==> src/rtl/log_seq_pkg.sv <==
// Shared definitions for the log_seq sequencer: opcodes, logic-unit function
// selects, FSM state encoding and the format-I instruction layout.
package log_seq_pkg;

  localparam logic [3:0] OP_MOV = 4'h4;
  localparam logic [3:0] OP_BIT = 4'hB;
  localparam logic [3:0] OP_BIC = 4'hC;
  localparam logic [3:0] OP_BIS = 4'hD;
  localparam logic [3:0] OP_XOR = 4'hE;
  localparam logic [3:0] OP_AND = 4'hF;

  localparam logic [3:0] FS_AND = 4'b0000;
  localparam logic [3:0] FS_BIC = 4'b1000;
  localparam logic [3:0] FS_BIS = 4'b0001;
  localparam logic [3:0] FS_XOR = 4'b0010;
  localparam logic [3:0] FS_MOV = 4'b0011;

  typedef enum logic [1:0] {
    IDLE = 2'd0,
    READ = 2'd1,
    EXEC = 2'd2,
    WB   = 2'd3
  } state_t;

  typedef struct packed {
    logic [3:0] op;
    logic [3:0] src;
    logic       ad;
    logic       bw;
    logic [1:0] as_mode;
    logic [3:0] dst;
  } instr_t;

  // Only the logic-class format-I opcodes are executed here; everything else
  // (arithmetic 5..A and non-format-I 0..3) is rejected as illegal.
  function automatic logic is_legal_op(input logic [3:0] op);
    case (op)
      OP_MOV, OP_BIT, OP_BIC, OP_BIS, OP_XOR, OP_AND: return 1'b1;
      default:                                        return 1'b0;
    endcase
  endfunction

  function automatic logic [3:0] fs_of(input logic [3:0] op);
    case (op)
      OP_BIC:  return FS_BIC;
      OP_BIS:  return FS_BIS;
      OP_XOR:  return FS_XOR;
      OP_MOV:  return FS_MOV;
      default: return FS_AND;
    endcase
  endfunction

  function automatic logic sets_flags(input logic [3:0] op);
    return (op == OP_AND) || (op == OP_BIT) || (op == OP_XOR);
  endfunction

  function automatic logic writes_back(input logic [3:0] op);
    return is_legal_op(op) && (op != OP_BIT);
  endfunction

endpackage

==> src/rtl/log_seq_flags.sv <==
// Status-flag generation for the logic ops: N/Z/C/V from the unit result and
// the operand sign bits, plus whether the op updates the status register.
module log_flags
  import log_seq_pkg::*;
#(
  parameter int SIZE = 16
)
(
  input  logic [SIZE-1:0] result,
  input  logic            src_msb,
  input  logic            dst_msb,
  input  logic [3:0]      op,
  input  logic            bw,
  output logic            n,
  output logic            z,
  output logic            c,
  output logic            v,
  output logic            update
);

  always_comb begin
    n      = bw ? result[7] : result[SIZE-1];
    z      = bw ? (result[7:0] == 8'h00) : (result == '0);
    c      = ~z;
    v      = (op == OP_XOR) && src_msb && dst_msb;
    update = sets_flags(op);
  end

endmodule

==> src/rtl/log_seq.sv <==
// Four-state sequencer (IDLE/READ/EXEC/WB) driving an external logic unit for
// MSP430 format-I logic ops. Define LOG_SEQ_FLAGS_EN to build the N/Z/C/V logic.
module log_seq
  import log_seq_pkg::*;
#(
  parameter int SIZE = 16
)
(
  input  logic            CLK,
  input  logic            RST,
  input  logic [15:0]     INSTR,
  input  logic            INSTR_VALID,
  output logic            INSTR_READY,
  output logic [3:0]      RF_ADDR_A,
  output logic [3:0]      RF_ADDR_B,
  input  logic [SIZE-1:0] RF_DATA_A,
  input  logic [SIZE-1:0] RF_DATA_B,
  output logic [3:0]      FS,
  output logic [SIZE-1:0] SRC_OUT,
  output logic [SIZE-1:0] DST_OUT,
  input  logic [SIZE-1:0] LOG_IN,
  output logic            RF_WE,
  output logic [3:0]      RF_WADDR,
  output logic [SIZE-1:0] RF_WDATA,
  output logic            N,
  output logic            Z,
  output logic            C,
  output logic            V,
  output logic            SR_WE,
  output logic            DONE,
  output logic            ILLEGAL
);

  localparam logic [SIZE-1:0] BYTE_MASK = SIZE'(8'hFF);

  state_t          state, state_next;
  instr_t          in_w;
  logic            illegal_in;
  logic [3:0]      op_q;
  logic            bw_q;
  logic            ill_q;
  logic [3:0]      addr_a, addr_b;
  logic [SIZE-1:0] op_a, op_b, result;
  logic [SIZE-1:0] log_masked;

  assign in_w       = instr_t'(INSTR);
  assign illegal_in = !is_legal_op(in_w.op) || in_w.ad || (in_w.as_mode != 2'b00);
  assign log_masked = bw_q ? (LOG_IN & BYTE_MASK) : LOG_IN;

  always_ff @(posedge CLK or posedge RST) begin
    if (RST) state <= IDLE;
    else     state <= state_next;
  end

  always_comb begin
    state_next  = state;
    INSTR_READY = 1'b0;
    FS          = '0;
    RF_WE       = 1'b0;
    DONE        = 1'b0;
    ILLEGAL     = 1'b0;
    case (state)
      IDLE: begin
        INSTR_READY = 1'b1;
        // Illegal words skip the datapath and report straight from WB.
        if (INSTR_VALID) state_next = illegal_in ? WB : READ;
      end
      READ: state_next = EXEC;
      EXEC: begin
        FS         = fs_of(op_q);
        state_next = WB;
      end
      WB: begin
        DONE       = 1'b1;
        ILLEGAL    = ill_q;
        RF_WE      = !ill_q && writes_back(op_q);
        state_next = IDLE;
      end
      default: state_next = IDLE;
    endcase
  end

  always_ff @(posedge CLK or posedge RST) begin
    if (RST) begin
      op_q   <= '0;
      bw_q   <= 1'b0;
      ill_q  <= 1'b0;
      addr_a <= '0;
      addr_b <= '0;
      op_a   <= '0;
      op_b   <= '0;
      result <= '0;
    end else begin
      if (state == IDLE && INSTR_VALID) begin
        op_q   <= in_w.op;
        bw_q   <= in_w.bw;
        ill_q  <= illegal_in;
        addr_a <= in_w.src;
        addr_b <= in_w.dst;
      end
      if (state == READ) begin
        op_a <= bw_q ? (RF_DATA_A & BYTE_MASK) : RF_DATA_A;
        op_b <= bw_q ? (RF_DATA_B & BYTE_MASK) : RF_DATA_B;
      end
      if (state == EXEC) result <= log_masked;
    end
  end

  assign RF_ADDR_A = addr_a;
  assign RF_ADDR_B = addr_b;
  assign SRC_OUT   = op_a;
  assign DST_OUT   = op_b;
  assign RF_WADDR  = addr_b;
  assign RF_WDATA  = result;

`ifdef LOG_SEQ_FLAGS_EN
  logic f_n, f_z, f_c, f_v, f_upd;
  logic src_msb, dst_msb;
  logic n_q, z_q, c_q, v_q;

  assign src_msb = bw_q ? op_a[7] : op_a[SIZE-1];
  assign dst_msb = bw_q ? op_b[7] : op_b[SIZE-1];

  log_flags #(.SIZE(SIZE)) u_flags (
    .result  (log_masked),
    .src_msb (src_msb),
    .dst_msb (dst_msb),
    .op      (op_q),
    .bw      (bw_q),
    .n       (f_n),
    .z       (f_z),
    .c       (f_c),
    .v       (f_v),
    .update  (f_upd)
  );

  // Flags are registered at the end of EXEC so they are already valid while
  // SR_WE is high in WB.
  always_ff @(posedge CLK or posedge RST) begin
    if (RST) begin
      n_q <= 1'b0;
      z_q <= 1'b0;
      c_q <= 1'b0;
      v_q <= 1'b0;
    end else if (state == EXEC && f_upd) begin
      n_q <= f_n;
      z_q <= f_z;
      c_q <= f_c;
      v_q <= f_v;
    end
  end

  assign N     = n_q;
  assign Z     = z_q;
  assign C     = c_q;
  assign V     = v_q;
  assign SR_WE = (state == WB) && !ill_q && f_upd;
`else
  assign N     = 1'b0;
  assign Z     = 1'b0;
  assign C     = 1'b0;
  assign V     = 1'b0;
  assign SR_WE = 1'b0;
`endif

endmodule

==> config.mk <==
export PLATFORM = sky130hd
export DESIGN_NAME = log_seq
export DESIGN_NICKNAME = d
export VERILOG_FILES = /design/src/rtl/log_seq_pkg.sv /design/src/rtl/log_seq_flags.sv /design/src/rtl/log_seq.sv
export SDC_FILE = /design/constraint.sdc
export NUM_CORES = 1
export LEC_CHECK = 0
export ABC_AREA = 1
export CAP_MARGIN = 30
export CORE_ASPECT_RATIO = 1.4
export CORE_MARGIN = 4
export CORE_UTILIZATION = 40
export DETAILED_ROUTE_END_ITERATION = 16
export PLACE_DENSITY = 0.81
export RECOVER_POWER = 50
export REMOVE_ABC_BUFFERS = 1
export SKIP_CTS_REPAIR_TIMING = 1
export SLEW_MARGIN = 20
export SYNTH_ARGS = -nofsm -noshare
export SYNTH_HDL_FRONTEND = slang
export SYNTH_HIERARCHICAL = 1
export SYNTH_SLANG_ARGS = --single-unit
export TNS_END_PERCENT = 30
==> constraint.sdc <==
create_clock -name CLK -period 2.37 [get_ports CLK]
set_clock_uncertainty 0.05 [all_clocks]
set_input_delay 0.237 -clock CLK [delete_from_list [all_inputs] [get_ports CLK]]
set_output_delay 0.237 -clock CLK [all_outputs]
set_load 0.02 [all_outputs]
# [Yosys cells after proc, flatten, opt, wreduce, memory -nomap -nowiden]
# Cells that the tools add are included.
# W data, S select, Z words.
[totals] regBits=64 inputBits=67
[op_classes] eq_ne=17 n_reduce_logical=11 muxes=15
[op_table] operator="$mux W16" count=3
[op_table] operator="$eq A4 B4 Y1 const B" count=10
[op_table] operator="$pmux W4 S4" count=1
[op_table] operator="$reduce_or A6 Y1" count=2
[op_table] operator="$eq A4 B3 Y1 const B" count=2
[op_table] operator="$pmux W2 S4" count=1
[op_table] operator="$mux W1" count=7
[op_table] operator="$eq A2 B2 Y1 const B" count=2
[op_table] operator="$mux W2" count=2
[op_table] operator="$mux W4" count=1
[op_table] operator="$ne A4 B4 Y1 const B" count=1
[op_table] operator="$logic_and A1 B1 Y1" count=3
[op_table] operator="$eq A2 B1 Y1 const B" count=1
[op_table] operator="$logic_not A1 Y1" count=2
[op_table] operator="$logic_not A2 Y1" count=1
[op_table] operator="$logic_or A1 B1 Y1" count=2
[op_table] operator="$ne A2 B2 Y1 const B" count=1
[op_table] operator="$reduce_bool A2 Y1" count=1

# [Longest topological paths before layout]
[depth] ltp_word=9 depth_mapped=7 mapped_depth_nobuf=6

# [Worst setup path before layout]
# Ideal clock, no wire load.
[synth_path] path_type="flip-flop to output port" from="register state[0]" to="output FS[3]" slack_ns=0.772 t_arrival_ns=1.311 stages_incl_launch_ff=6 n_path_buf=1 cell_sequence="dfrtp_1 inv_1 ha_1 buf_4 inv_4 nor3_1"
[synth_between] elab_chain_cells=2
[synth_rtl] item="start: declaration" line_no="log_seq.sv:36" text="state_t state, state_next;"
[synth_rtl] item="start signal: assignment" line_no="log_seq.sv:52" text="else state <= state_next;"
[synth_rtl] item="$eq A2 B2 Y1" line_no="log_seq.sv:62" text="case (state)"
[synth_rtl] item="$mux W4" line_no="log_seq.sv:62"
[synth_rtl] item="end: declaration" line_no="log_seq.sv:18" text="output logic [3:0] FS,"
# Every way passes these cells.

# [Worst setup path after layout]
[layout_path] from="register state[0]" to="output FS[1]"
# Same word-level chain as after synthesis.

==> metrics <==
Commonest cells post-synth=nand2_1, dfrtp_1, inv_1; 1st-iter DRT viols=86; first-pass GRT wire length=11290 µm; Diodes inserted=0; fmax=454.1 MHz; count leader, synth=nand2_1; worst r2r src=state[1]$_DFFE_PP0P_; Final Instance Area=0.004300 mm²; Synth Cell Area=0.002743 mm²; synthesis-stage register bit count=64; largest area contributor in the netlist=dfrtp_1; status=finished with violations; Worst EP required=2080 ps; Tightest Hold Check Type=input port to flop; nets=483; port bufs=around 130; wire per inst=13.53 µm; gr ovfl total=0; vias=roughly 2300; Sw Pwr=2.272 mW; max-slew violations=65; Post-Route Setup TNS=0 ps; die height=about 110 µm; antenna violations before repair=0; Final Critical Period=2202 ps; row cnt=35; register area share after synthesis=58.39%; drc violations=0; final setup fails=0; Placed Area=a little over 0.004 mm²; CP Max Fanout=19; Clock transition at path regs=70 ps; crit start category=flop; Clock Power Share=about a fifth; Combinational Power Share=around 50%; DRT Pass-1 Iters=5; effective utilization at floorplan=between 40% and 50%; final worst path period share=92.92%; die area=0.008264 mm²; core area=0.006613 mm²; post-synthesis async set-or-reset flop share=100.0%; CTS sink cnt=64; root buffer cell=clkbuf_8; worst reg2reg path depth=5; H-tree depth=3; EDFF count, synth=0; Pint=around 3.6 mW; Worst R2R End=SRC_OUT[12]$_DFFE_PP0N_; vias in the first global route=2356; total CTS buffers=9; Unique masters post-synth=21; # IOs=140; slew at the pin closest to its max-slew limit=1566 ps; CTS max path bufs=2; Synth Flop Type=dfrtp_1; Layout area overhead=56.80%; Post-Syn Instances=roughly 280; hold_sp=LOG_IN[1]; Slew headroom=-4.379%; clk_lat worst skew=330 ps; switch share=38.49%; Die X=77.98 µm; Critical Setup Path Class=flop to output port; Worst Hold Path Cells=3; gr usage total=17.40%; mean post-synth cell area=slightly below 10 µm²; crit end category=output port; hpwl dp=5107 µm; Power Dens Cells=1373 mW/mm²; peak supply drop=0.0007384 V; failing checks=capacitance limit, slew limit; gpl congestion=0.7848; CTS tree=built; share of layout cells above drive strength 1=approximately 8.6%; sequential share of power=31.8%; top cell type's share of synthesized area=58.39%; RSZ-0062 raised after global routing=no; Worst Hold End=RF_WDATA[1]$_DFFE_PP0P_; crit path DAT=1920 ps; post-route antenna net violation count=0; Final Hold Vio Count=0; via/cell ratio=4.493; max cap viols=1; largest net degree at the start of global routing=65; ranking of synthesized cells by area=dfrtp_1, nand2_1, mux2_2; synth warn=6; Reg2Reg Setup Slack=360 ps; static leakage=2.014 nW; final WL=roughly 6900 µm
[how the worst max path moves through the flow]
stage	start	endpoint	cells past startpoint
after floorplan	state[1]$_DFFE_PP0P_	DST_OUT[0]$_DFFE_PP0N_	3
after global placement	state[0]$_DFFE_PP0P_	FS[3]	5
after detailed placement	state[0]$_DFFE_PP0P_	FS[3]	5
after CTS	state[0]$_DFFE_PP0P_	FS[3]	5
after global routing	state[0]$_DFFE_PP0P_	FS[1]	5
final	state[0]$_DFFE_PP0P_	FS[1]	5
[state kept, by name (all words and copies together), names as in the netlist]
name / cells
DST_OUT: 16
RF_WDATA: 16
SRC_OUT: 16
RF_ADDR_A: 4
RF_ADDR_B: 4
op_q: 4
state: 2
bw_q: 1
ill_q: 1
[layer usage]
| layer | part of all wire [%] | GRT usage, % | up-vias |
|---|---|---|---|
| met5 | 0 | 0 | - |
| met1 | 37 | 18.51 | 1052 |
| li1 | - | - | 1130 |
| met3 | 6.7 | 4.746 | 15 |
| met4 | 2.9 | 9.250 | 0 |
| met2 | 53 | 30.94 | 90 |
[area by class of cell]
class,instances,area [µm²]
fillers,549,2312
flip-flops and latches,64,1602
repair buffers,136,1350
multi-input cells,166,857.1
inverters,35,133.9
clock buffers,9,123.9
clock inverters,7,118.9
well taps,92,115.1
[cell usage in the layout (no fill, tap or decap)]
| master | synthesis | routed |
|---|---|---|
| clkdlybuf4s50_1 | 0 | 121 |
| nand2_1 | 78 | 79 |
| dfrtp_1 | 64 | 64 |
| inv_1 | 33 | 33 |
| nand3_1 | 28 | 28 |
| o21ai_0 | 21 | 21 |
| mux2_2 | 16 | 16 |
| dlygate4sd3_1 | 0 | 11 |
| clkbuf_8 | 0 | 9 |
| conb_1 | 1 | 6 |
| ha_1 | 4 | 4 |
| o21ai_1 | 3 | 3 |
| a21oi_1 | 3 | 3 |
| bufinv_16 | 0 | 3 |
| nor2_1 | 2 | 2 |
| clkinvlp_4 | 0 | 2 |
| nand2_2 | 2 | 1 |
| o22ai_1 | 1 | 1 |
| inv_4 | 1 | 1 |
| nand3b_1 | 1 | 1 |
| nor3_1 | 1 | 1 |
| clkinv_1 | 0 | 1 |
| inv_6 | 0 | 1 |
| clkinv_2 | 0 | 1 |
| dlymetal6s2s_1 | 0 | 1 |
| buf_4 | 13 | 1 |
| clkbuf_1 | 1 | 1 |
| clkbuf_2 | 0 | 1 |
[cell families after synthesis]
group / after synthesis / synth area share, %
AO/OA/AOI/OAI: 28 / 5.155
adder cells (fa/ha/maj): 4 / 1.825
buffers and inverters: 57 / 10.95
flip-flops: 64 / 58.39
multiplexers: 16 / 6.569
other: 1 / 0.1367
AND/OR/NAND/NOR: 112 / 16.97
[through the flow]
stage               hold slack (ps)  setup slack [ps]  power, mW  instances  utilization, %
floorplan                     296.6             379.3      3.440        265               -
global placement              405.5             476.4      4.786        493           61.68
detailed placement            407.4             424.3      4.878        493           61.68
CTS                           234.1             48.60      6.041        509           65.35
global route                  384.5             33.49      6.322        509           65.03
finish                        385.1             167.7      5.903        509           65.03
[power by group through the flow]
stage / Combinational [mW] / Clock [mW] / Sequential, mW
floorplan: 0.993 / 0 / 2.45
finish: 2.89 / 1.14 / 1.87
CTS: 2.99 / 1.17 / 1.88
global placement: 2.91 / 0 / 1.87
global route: 3.15 / 1.22 / 1.95
detailed placement: 2.98 / 0 / 1.90
[critical path: stages (launching register included)]
cell	delay [ps]
dfrtp_1	400
inv_1	100
ha_1	220
inv_4	110
a21oi_1	140
clkdlybuf4s50_1	620
Note: power is estimated with default switching activity, not from simulation.
